## src/rtl/cache_mem_bridge_pkg.sv

```systemverilog
// Shared types for the cache-to-RAM bridge: FSM state encoding, default widths
// and the write-buffer entry layout.
package cache_mem_pkg;

  localparam int ADDR_W       = 16;
  localparam int DATA_W       = 32;
  localparam int WB_DEPTH_DEF = 4;

  typedef enum logic [1:0] {
    IDLE     = 2'd0,
    RD_ISSUE = 2'd1,
    RD_WAIT  = 2'd2,
    DRAIN    = 2'd3
  } bridge_state_t;

  typedef struct packed {
    logic [ADDR_W-1:0] addr;
    logic [DATA_W-1:0] data;
  } wb_entry_t;

endpackage

```

## src/rtl/cache_mem_bridge_write_buffer.sv

```systemverilog
// Write-back FIFO with wrap-bit pointers; with CACHE_BRIDGE_FWD_EN it also
// exposes a youngest-match address lookup for read forwarding.
module write_buffer
  import cache_mem_pkg::*;
#(
  parameter int DEPTH = WB_DEPTH_DEF
) (
  input  logic      clk,
  input  logic      reset_n,
  input  logic      i_push,
  input  wb_entry_t i_push_entry,
  input  logic      i_pop,
  output wb_entry_t o_head,
  output logic      o_full,
  output logic      o_empty
`ifdef CACHE_BRIDGE_FWD_EN
  ,
  input  logic [ADDR_W-1:0] i_lookup_addr,
  output logic              o_hit,
  output logic [DATA_W-1:0] o_hit_data
`endif
);

  localparam int IW = $clog2(DEPTH);
  localparam int PW = IW + 1;

  wb_entry_t     r_mem [DEPTH];
  logic [PW-1:0] r_wr_ptr;
  logic [PW-1:0] r_rd_ptr;

  assign o_empty = (r_wr_ptr == r_rd_ptr);
  assign o_full  = (r_wr_ptr[PW-1] != r_rd_ptr[PW-1]) &&
                   (r_wr_ptr[IW-1:0] == r_rd_ptr[IW-1:0]);
  assign o_head  = r_mem[r_rd_ptr[IW-1:0]];

  always_ff @(posedge clk) begin
    if (!reset_n) begin
      r_wr_ptr <= '0;
      r_rd_ptr <= '0;
    end else begin
      if (i_push) r_wr_ptr <= r_wr_ptr + PW'(1);
      if (i_pop)  r_rd_ptr <= r_rd_ptr + PW'(1);
    end
  end

  // NOTE: storage is left unreset; the pointers alone decide which slots hold live data.
  always_ff @(posedge clk) begin
    if (i_push) r_mem[r_wr_ptr[IW-1:0]] <= i_push_entry;
  end

`ifdef CACHE_BRIDGE_FWD_EN
  logic [PW-1:0] w_count;
  assign w_count = r_wr_ptr - r_rd_ptr;

  // Walk oldest to youngest so the last match seen is the youngest one.
  always_comb begin
    logic [PW-1:0] idx;
    // NOTE: every output gets a default before the loop so no latch is inferred.
    o_hit      = 1'b0;
    o_hit_data = '0;
    idx        = '0;
    for (int k = 0; k < DEPTH; k++) begin
      idx = r_rd_ptr + PW'(k);
      if ((PW'(k) < w_count) && (r_mem[idx[IW-1:0]].addr == i_lookup_addr)) begin
        o_hit      = 1'b1;
        o_hit_data = r_mem[idx[IW-1:0]].data;
      end
    end
  end
`endif

endmodule

```

## src/rtl/cache_mem_bridge.sv

```systemverilog
// Merges the cache's split read/write ports onto one RAM port through a write
// buffer. Optional read forwarding from the buffer: CACHE_BRIDGE_FWD_EN.
module cache_mem_bridge
  import cache_mem_pkg::*;
#(
  parameter int ADDR_WIDTH = ADDR_W,
  parameter int DATA_WIDTH = DATA_W,
  parameter int WB_DEPTH   = WB_DEPTH_DEF
) (
  input  logic                  clk,
  input  logic                  reset_n,
  input  logic [ADDR_WIDTH-1:0] mwraddress,
  input  logic [DATA_WIDTH-1:0] mdout,
  input  logic                  mwren,
  input  logic [ADDR_WIDTH-1:0] mrdaddress,
  input  logic                  mrden,
  output logic [DATA_WIDTH-1:0] mq,
  output logic                  mq_valid,
  output logic                  mbusy,
  output logic                  wb_overflow,
  output logic [ADDR_WIDTH-1:0] ram_address,
  output logic [DATA_WIDTH-1:0] ram_data_in,
  output logic                  ram_write_enable,
  output logic                  ram_read_enable,
  input  logic [DATA_WIDTH-1:0] ram_data_out,
  input  logic                  ram_valid_out
);

  bridge_state_t r_state;
  wb_entry_t     w_push_entry;
  wb_entry_t     w_head;
  logic          w_full;
  logic          w_empty;
  logic          w_push;
  logic          w_pop;
  logic          w_serve;
  logic          w_rd_acc;
  logic          w_pend;

  assign w_serve      = (r_state == IDLE) || (r_state == DRAIN);
  assign w_rd_acc     = mrden && !mbusy;
  assign w_push       = mwren && (!w_full || w_pop);
  assign w_push_entry = '{addr: mwraddress, data: mdout};
  assign mbusy        = (r_state == RD_ISSUE) || (r_state == RD_WAIT) || w_full || w_pend;

`ifdef CACHE_BRIDGE_FWD_EN
  logic                  w_wb_hit;
  logic [DATA_WIDTH-1:0] w_wb_data;
  logic                  w_same_hit;
  logic                  w_fwd_hit;
  logic [DATA_WIDTH-1:0] w_fwd_data;

  // The same-cycle write is younger than anything already buffered.
  assign w_same_hit = mwren && (mwraddress == mrdaddress);
  assign w_fwd_hit  = w_same_hit || w_wb_hit;
  assign w_fwd_data = w_same_hit ? mdout : w_wb_data;
  assign w_pop      = w_serve && !w_rd_acc && !w_empty;
  assign w_pend     = 1'b0;
`else
  logic                  r_rd_pend;
  logic [ADDR_WIDTH-1:0] r_rd_addr;
  logic                  w_want_rd;

  // Reads wait behind the whole buffer, so a pop never yields to a read.
  assign w_pop      = w_serve && !w_empty;
  assign w_pend     = r_rd_pend;
  assign w_want_rd  = r_rd_pend || w_rd_acc;
`endif

  write_buffer #(.DEPTH(WB_DEPTH)) u_wb (
    .clk          (clk),
    .reset_n      (reset_n),
    .i_push       (w_push),
    .i_push_entry (w_push_entry),
    .i_pop        (w_pop),
    .o_head       (w_head),
    .o_full       (w_full),
    .o_empty      (w_empty)
`ifdef CACHE_BRIDGE_FWD_EN
    ,
    .i_lookup_addr(mrdaddress),
    .o_hit        (w_wb_hit),
    .o_hit_data   (w_wb_data)
`endif
  );

  // NOTE: all state here is sequential, so every assignment is non-blocking.
  always_ff @(posedge clk) begin
    if (!reset_n) begin
      r_state          <= IDLE;
      mq               <= '0;
      mq_valid         <= 1'b0;
      wb_overflow      <= 1'b0;
      ram_address      <= '0;
      ram_data_in      <= '0;
      ram_write_enable <= 1'b0;
      ram_read_enable  <= 1'b0;
`ifndef CACHE_BRIDGE_FWD_EN
      r_rd_pend        <= 1'b0;
      r_rd_addr        <= '0;
`endif
    end else begin
      mq_valid         <= 1'b0;
      ram_write_enable <= 1'b0;
      ram_read_enable  <= 1'b0;
      if (mwren && w_full && !w_pop) wb_overflow <= 1'b1;

      case (r_state)
        IDLE, DRAIN: begin
`ifdef CACHE_BRIDGE_FWD_EN
          if (w_rd_acc && w_fwd_hit) begin
            mq       <= w_fwd_data;
            mq_valid <= 1'b1;
            r_state  <= IDLE;
          end else if (w_rd_acc) begin
            ram_read_enable <= 1'b1;
            ram_address     <= mrdaddress;
            r_state         <= RD_ISSUE;
          end else if (w_pop) begin
            ram_write_enable <= 1'b1;
            ram_address      <= w_head.addr;
            ram_data_in      <= w_head.data;
            r_state          <= DRAIN;
          end else begin
            r_state <= IDLE;
          end
`else
          if (w_rd_acc) begin
            r_rd_pend <= 1'b1;
            r_rd_addr <= mrdaddress;
          end
          if (w_pop) begin
            ram_write_enable <= 1'b1;
            ram_address      <= w_head.addr;
            ram_data_in      <= w_head.data;
            r_state          <= DRAIN;
          end else if (w_want_rd && !(w_rd_acc && w_push)) begin
            ram_read_enable <= 1'b1;
            ram_address     <= w_rd_acc ? mrdaddress : r_rd_addr;
            r_rd_pend       <= 1'b0;
            r_state         <= RD_ISSUE;
          end else if (w_want_rd) begin
            r_state <= DRAIN;
          end else begin
            r_state <= IDLE;
          end
`endif
        end
        RD_ISSUE: r_state <= RD_WAIT;
        RD_WAIT: begin
          if (ram_valid_out) begin
            mq       <= ram_data_out;
            mq_valid <= 1'b1;
            r_state  <= IDLE;
          end
        end
        default: r_state <= IDLE;
      endcase
    end
  end

endmodule

```

## config.mk

```make
export PLATFORM = sky130hd
export DESIGN_NAME = cache_mem_bridge
export DESIGN_NICKNAME = d
export VERILOG_FILES = /design/src/rtl/cache_mem_bridge_pkg.sv /design/src/rtl/cache_mem_bridge_write_buffer.sv /design/src/rtl/cache_mem_bridge.sv
export SDC_FILE = /design/constraint.sdc
export NUM_CORES = 1
export LEC_CHECK = 0
export ABC_AREA = 1
export CORE_ASPECT_RATIO = 0.7
export CORE_UTILIZATION = 30
export CTS_BUF_LIST = sky130_fd_sc_hd__clkbuf_4 sky130_fd_sc_hd__clkbuf_8
export DETAILED_ROUTE_END_ITERATION = 10
export GPL_TIMING_DRIVEN = 0
export PLACE_DENSITY = 0.64
export REMOVE_ABC_BUFFERS = 1
export SLEW_MARGIN = 20
export SYNTH_ARGS = -nofsm -noshare
export SYNTH_HDL_FRONTEND = slang
export SYNTH_SLANG_ARGS = --single-unit
```

## constraint.sdc

```tcl
create_clock -name clk -period 3.4 [get_ports clk]
set_clock_uncertainty 0.15 [all_clocks]
set_input_delay 0.34 -clock clk [delete_from_list [all_inputs] [get_ports clk]]
set_output_delay 0.34 -clock clk [all_outputs]
set_load 0.02 [all_outputs]
```

==> reports/results.ini <==
[run_status]
status = complete, no violations

[sta]
relSlewSlack_pct = 28.68
worst_slack_ns = 0.2749
slew_viol_final = 0
worst_slew_pin_slew_ns = 1.069
fin_crit_sh_pct = 91.92
rsz0062_at_grt = no
finalHoldViolations = 0
period_minus_slack_ns = 3.125
max_freq_mhz = 320.0
setup_violations = 0

[grt]
grt_usage_pct = 14.95
grt_first_pass_wirelength_mm = 46.19
gr-total-overflow = 0
grt_max_degree = 63
grt_pass1_vias = 8292
antenna_found_initial = 1

[synthesis]
ys_types = 26
synth-seq-cells = 303
ys_seq_area_share_pct = 68.98
yosys_warnings = 0
syn_area_per_cell_um2 = 10.52
synthesis.area_um2 = 11580
synthCells = 1101

[route]
routedWlPerCell_um = 16.32
post-route-drc-count = 0
first_pass_iters = 5
viasPerCell = 4.622
routed_wl_mm = 29.61
antenna_left = 0
drt_iter0_markers = 546
vias = 8389

[die]
fp.dieW_um = 236.8
die_h_um = 166.4
die-area_um2 = 39400
initial_core_util_pct = 30.82
num_rows = 59
coreArea_um2 = 37570
io_pins = 186

[cells_and_area]
area_growth_pct = 30.75
diodes = 0
fillers = 3561
drive_gt1_share_pct = 8.817
instances_no_fill = 1815
finalNetCount = 1394

[critical_path]
start_kind = register
crit_type = reg -> reg
worstSetupEndpointType = register
r2r_slack_ns = 0.27
critPathRequiredTime_ns = 3.75
arrival_ns = 3.48
crit_fanout = 62

[power_and_ir_drop]
ir_drop_uv = 433.1
powerDensity_nw_per_um2 = 787.7
p_leak_nw = 5.522

[placement]
hpwl_mm = 18.70
port_buffers = 185
dp.cells = 1722
pre_cts_ws_ns = 0.06658
place_congestion = 0.7478

[clock_tree]
h-tree-depth = 2
cts_sinks = 303
clk_latency_ns = 0.58
cts_tree = yes
clock-root-buffer = clkbuf_8
cts_buffer_depth = 3
path_clk_slew_ns = 0.06
cts_buffers = 49

[job]
drv_cap = 0

[hold_path]
min_path_type = in -> reg

-- cells in the mapped netlist (all sizes together) --
cell type	n	share of area, %
o22ai	45	2.4
o21ai	141	6.1
edfxtp	192	50
buf	29	1.6
a31oi	2	0.11
inv	64	2.1
o21a	1	0.065
clkinv	1	0.032
dfxtp	111	19
xnor2	1	0.14
nor3	1	0.043
nor2	219	7.1
clkbuf	38	1.2
nand2	161	5.3
ha	7	0.76
nand4	14	0.76
a21oi	41	1.8
nand3	33	1.6
-- cells by family (layout without fill, tap and decap cells) --
kind of cell | count (synthesis) | count (layout) | share of synthesized area, %
AO/OA/AOI/OAI | 230 | 230 | 10.47
buffers and inverters | 132 | 358 | 4.895
AND/OR/NAND/NOR | 428 | 428 | 14.76
flip-flops | 303 | 303 | 68.98
adder cells (fa/ha/maj) | 7 | 7 | 0.7563
XOR/XNOR | 1 | 1 | 0.1405
-- critical path, stage by stage (launching register included) --
cell	delay [ns]
dfxtp_1	0.36
inv_1	0.06
ha_1	0.47
nand2_4	0.51
inv_2	0.99
nand2_1	0.16
nand2_1	0.12
nor2_1	0.04
nor2_1	0.13
-- placed cells by master (no fill, tap or decap), drive strengths merged --
cell           instances
a21oi                 41
edfxtp               192
xnor2                  1
buf                   16
dfxtp                111
clkbuf                71
nand4                 14
o22ai                 45
clkdlybuf4s50        184
clkinv                19
o21ai                141
nand3                 33
bufinv                 1
ha                     7
inv                   64
a31oi                  2
clkinvlp               2
o21a                   1
dlygate4sd3            1
nand2                161
nor2                 219
nor3                   1
-- registers in the layout (all words and copies together) (netlist names), 2 cells and up, named ones only --
| signal | cells |
|---|---|
| r_state | 2 |
| mq | 32 |
| ram_address | 16 |
| ram_data_in | 32 |
| r_rd_addr | 16 |
| u_wb.r_wr_ptr | 3 |
| u_wb.r_rd_ptr | 3 |
| u_wb.r_mem | 192 |
-- through the flow --
stage	util, %	area [um^2]	hold WS, ns	TNS, ns	power (W)
after floorplan	-	11260	0.2889	-98.92	0.007140
after global placement	36.51	13720	0.3010	-690.34	0.008705
after detailed placement	37.59	14130	0.3049	0	0.008864
after CTS	40.26	15130	0.1843	0	0.01208
after global routing	40.29	15140	0.2045	0	0.01274
final	40.29	15140	0.2356	0	0.01193
-- cell type report --
type / instances / area (um^2) / area share, %
inverter: 65 / 247.7 / 1.636
clock buffer: 71 / 870.8 / 5.752
sequential: 303 / 7993 / 52.79
tap: 488 / 610.6 / 4.033
timing repair buffer: 201 / 2225 / 14.69
clock inverter: 21 / 121.4 / 0.8016
multi-input combinational: 666 / 3073 / 20.30
-- final timing paths --
path                                       start         endpoint  depth (start not counted)
worst max-delay path                  r_state[0]  ram_address[13]                          8
worst min-delay path            ram_data_out[18]           mq[18]                          3
worst max register to register        r_state[0]  ram_address[13]                          8
worst min register to register    ram_data_in[0]   ram_data_in[0]                          2
-- routing by layer --
| layer | share of wire, % | global-route usage [%] | vias to the layer above |
|---|---|---|---|
| met4 | 1.9 | 4.545 | 2 |
| li1 | - | - | 4137 |
| met5 | 0.044 | 0 | - |
| met3 | 5.0 | 3.258 | 53 |
| met2 | 47 | 24.27 | 160 |
| met1 | 46 | 19.93 | 4037 |
-- power by group --
| group | leakage (nW) | switching (W) | internal (W) |
|---|---|---|---|
| sequential | 2.68 | 0.000285 | 0.00442 |
| combinational | 2.32 | 0.00259 | 0.00147 |
| clock | 0.526 | 0.00143 | 0.00172 |
| total | 5.52 | 0.00431 | 0.00762 |
-- what timing repair did --
action,in CTS,in global routing
hold buffers,1,0
setup buffers,0,0
hold endpoints to repair,6,0
endpoints found under the setup margin,0,17
gates resized for setup,0,2
Note: power is estimated with default switching activity, not from simulation.
==> variant (same settings) <==
The option `CACHE_BRIDGE_FWD_EN` is turned on by a define.
--- a/src/rtl/cache_mem_bridge_write_buffer.sv
+++ b/src/rtl/cache_mem_bridge_write_buffer.sv
@@ -1,4 +1,6 @@
 // Write-back FIFO with wrap-bit pointers; with CACHE_BRIDGE_FWD_EN it also
 // exposes a youngest-match address lookup for read forwarding.
+`define CACHE_BRIDGE_FWD_EN
+
 module write_buffer
   import cache_mem_pkg::*;
Function: changed (a bounded check fails within 4 cycles, from zero or initial values and one cycle with reset_n low).
==> variant against the original RTL <==
  * Setup slack got worse by 0.17 ns
  * Combinational power rose to 2.7 times the old value
  * Sequential cell count fell by 17
  * Power rose by 60%
  * Critical endpoint is now mq[20]$_SDFFE_PN0P_
  * Sequential share of layout area fell by 20 points
  * Non-clock buffer count rose by 72
  * Highest routed layer unchanged
  * Final cell count rose by 97%
  * Routed wire length rose by 130%
  * Design area rose by 53%
  * Maximum frequency fell by 5.2%
  * Worst hold slack got worse by 0.14 ns
  * Area after synthesis rose by 55%
==> variant: results (changes against the original RTL) <==
| Metric | Value |
|---|---|
| Clock Latency Late Sink | `0.65 ns (+0.07 ns)` |
| Largest net degree at the start of global routing | `114 (+81%)` |
| Met1 WL | `31.0 mm (+130%)` |
| CTS Sinks | `286 (-5.6%)` |
| Post-cts repair resize count | `46 (+46)` |
| Initial drt markers | `1977 (+260%)` |
| Critical path fanouts, max | `6 (-90%)` |
| Met3 Use GR | `0.0470 (+0.0144)` |
| Least-Margin Pin Slew | `0.771 ns (-0.298 ns)` |
| Status | `complete, no violations` |
| Seq/Total Area, Yosys | `0.425 (-0.265)` |
| DR vias | `18.3k (+120%)` |
| Wire per inst | `19.1 um (+17%)` |
| Hpwl dp | `40.5 mm (+120%)` |
| Leak | `0.00969 uW (+76%)` |
| Met2 Usage GRT | `0.325 (+0.0820)` |
| Slowest CP cell | `dfxtp_4` |
| Postcts setup bufs | `33 (+33)` |
| Sw frac | `0.467 (+0.105)` |
| Worst Reg-to-Reg Cells | `22 (+14)` |
| Global-route wire length before repair | `100 mm (+120%)` |
| CLK BUF | `79 (+11%)` |
| Data buffer area share | `0.151 (+0.00418)` |
| Clk tree area frac | `0.0481 (-0.0174)` |
| Fin nets | `2848 (+100%)` |
| RD Place Congestion | `0.947 (+27%)` |
| Top cells by area, synth | `edfxtp_1 (32%), nand2_1 (15%), dfxtp_1 (10%)` |
| #MultiIn Comb | `1931 (+190%)` |
| Vias in the first global route | `16.3k (+96%)` |
| Total CTS buffers | `51 (+4.1%)` |
| Top post-synthesis cells by count | `nand2_1 (700), nor2_1 (350), o21ai_0 (288)` |
| Combinational share of power | `0.576 (+0.235)` |
| Met1 usage | `0.314 (+0.114)` |
| DP Cell Count | `3425 (+99%)` |
| Post-Route WL | `68.5 mm (+130%)` |
| DRT Pass-1 Iters | `6 (+1)` |
| Logic inverters | `194 (+200%)` |
| Multi-input gate area | `0.00908 sq mm (+200%)` |
| Post-synth cell types | `39 (+50%)` |
| Non-clock buffer count in the final layout | `273 (+36%)` |
| Fillers | `5998 (+68%)` |
| Seq/total area | `0.330 (-0.197)` |
| Worst path max stage delay | `0.36 ns (-0.63 ns)` |
| Met3 wire len | `7.41 mm (+400%)` |
| Gate Count Post-Synth | `2580 (+130%)` |
| Peak supply drop | `401 uV (-7.3%)` |
## variant: per-stage QoR
stage | hold WS (ns) | total power, uW | TNS (ns) | cell area [sq um] | setup slack (ns)
2_1_floorplan | 0.289 | 10400 | -1156.39 | 17200 | -7.39
3_3_place_gp | 0.292 | 12900 | -2644.34 | 20000 | -15.61
3_5_place_dp | 0.299 | 13900 | -139.17 | 21000 | -2.55
4_1_cts | 0.0629 | 18800 | 0 | 22900 | 0.0138
5_1_grt | 0.110 | 20300 | -0.0117 | 23200 | -0.00702
6_report | 0.0996 | 19100 | 0 | 23200 | 0.104
## variant: worst paths after layout
check | from | endpoint | slack, ns
setup / recovery | u_wb.r_rd_ptr[1]$_SDFFE_PN0P_ | mq[20]$_SDFFE_PN0P_ | 0.10
hold / removal | reset_n | mq[10]$_SDFFE_PN0P_ | 0.1
setup reg to reg | u_wb.r_rd_ptr[1]$_SDFFE_PN0P_ | mq[20]$_SDFFE_PN0P_ | 0.10
hold reg to reg | wb_overflow$_SDFFE_PN0P_ | wb_overflow$_SDFFE_PN0P_ | 0.31
## variant: cells by family (layout without fill, tap and decap cells)
family	Yosys count	count (layout)	synth area share
adder cells (fa/ha/maj)	10	10	0.00737
XOR/XNOR	28	28	0.0136
flip-flops	286	286	0.425
AND/OR/NAND/NOR	1377	1380	0.315
multiplexers	32	32	0.0178
AO/OA/AOI/OAI	481	481	0.137
buffers and inverters	366	563	0.0850
## variant: worst max-delay path: cells and delay by family, from the launching register on
kind,cells,cell delay (ns)
xor gates and xnor gates,1,0.22
buffers and inverters,7,0.94
AOI/OAI and AO/OA,1,0.13
and+or+nand+nor,12,1.08
DFF,1,0.36
adders and majority gates,1,0.31
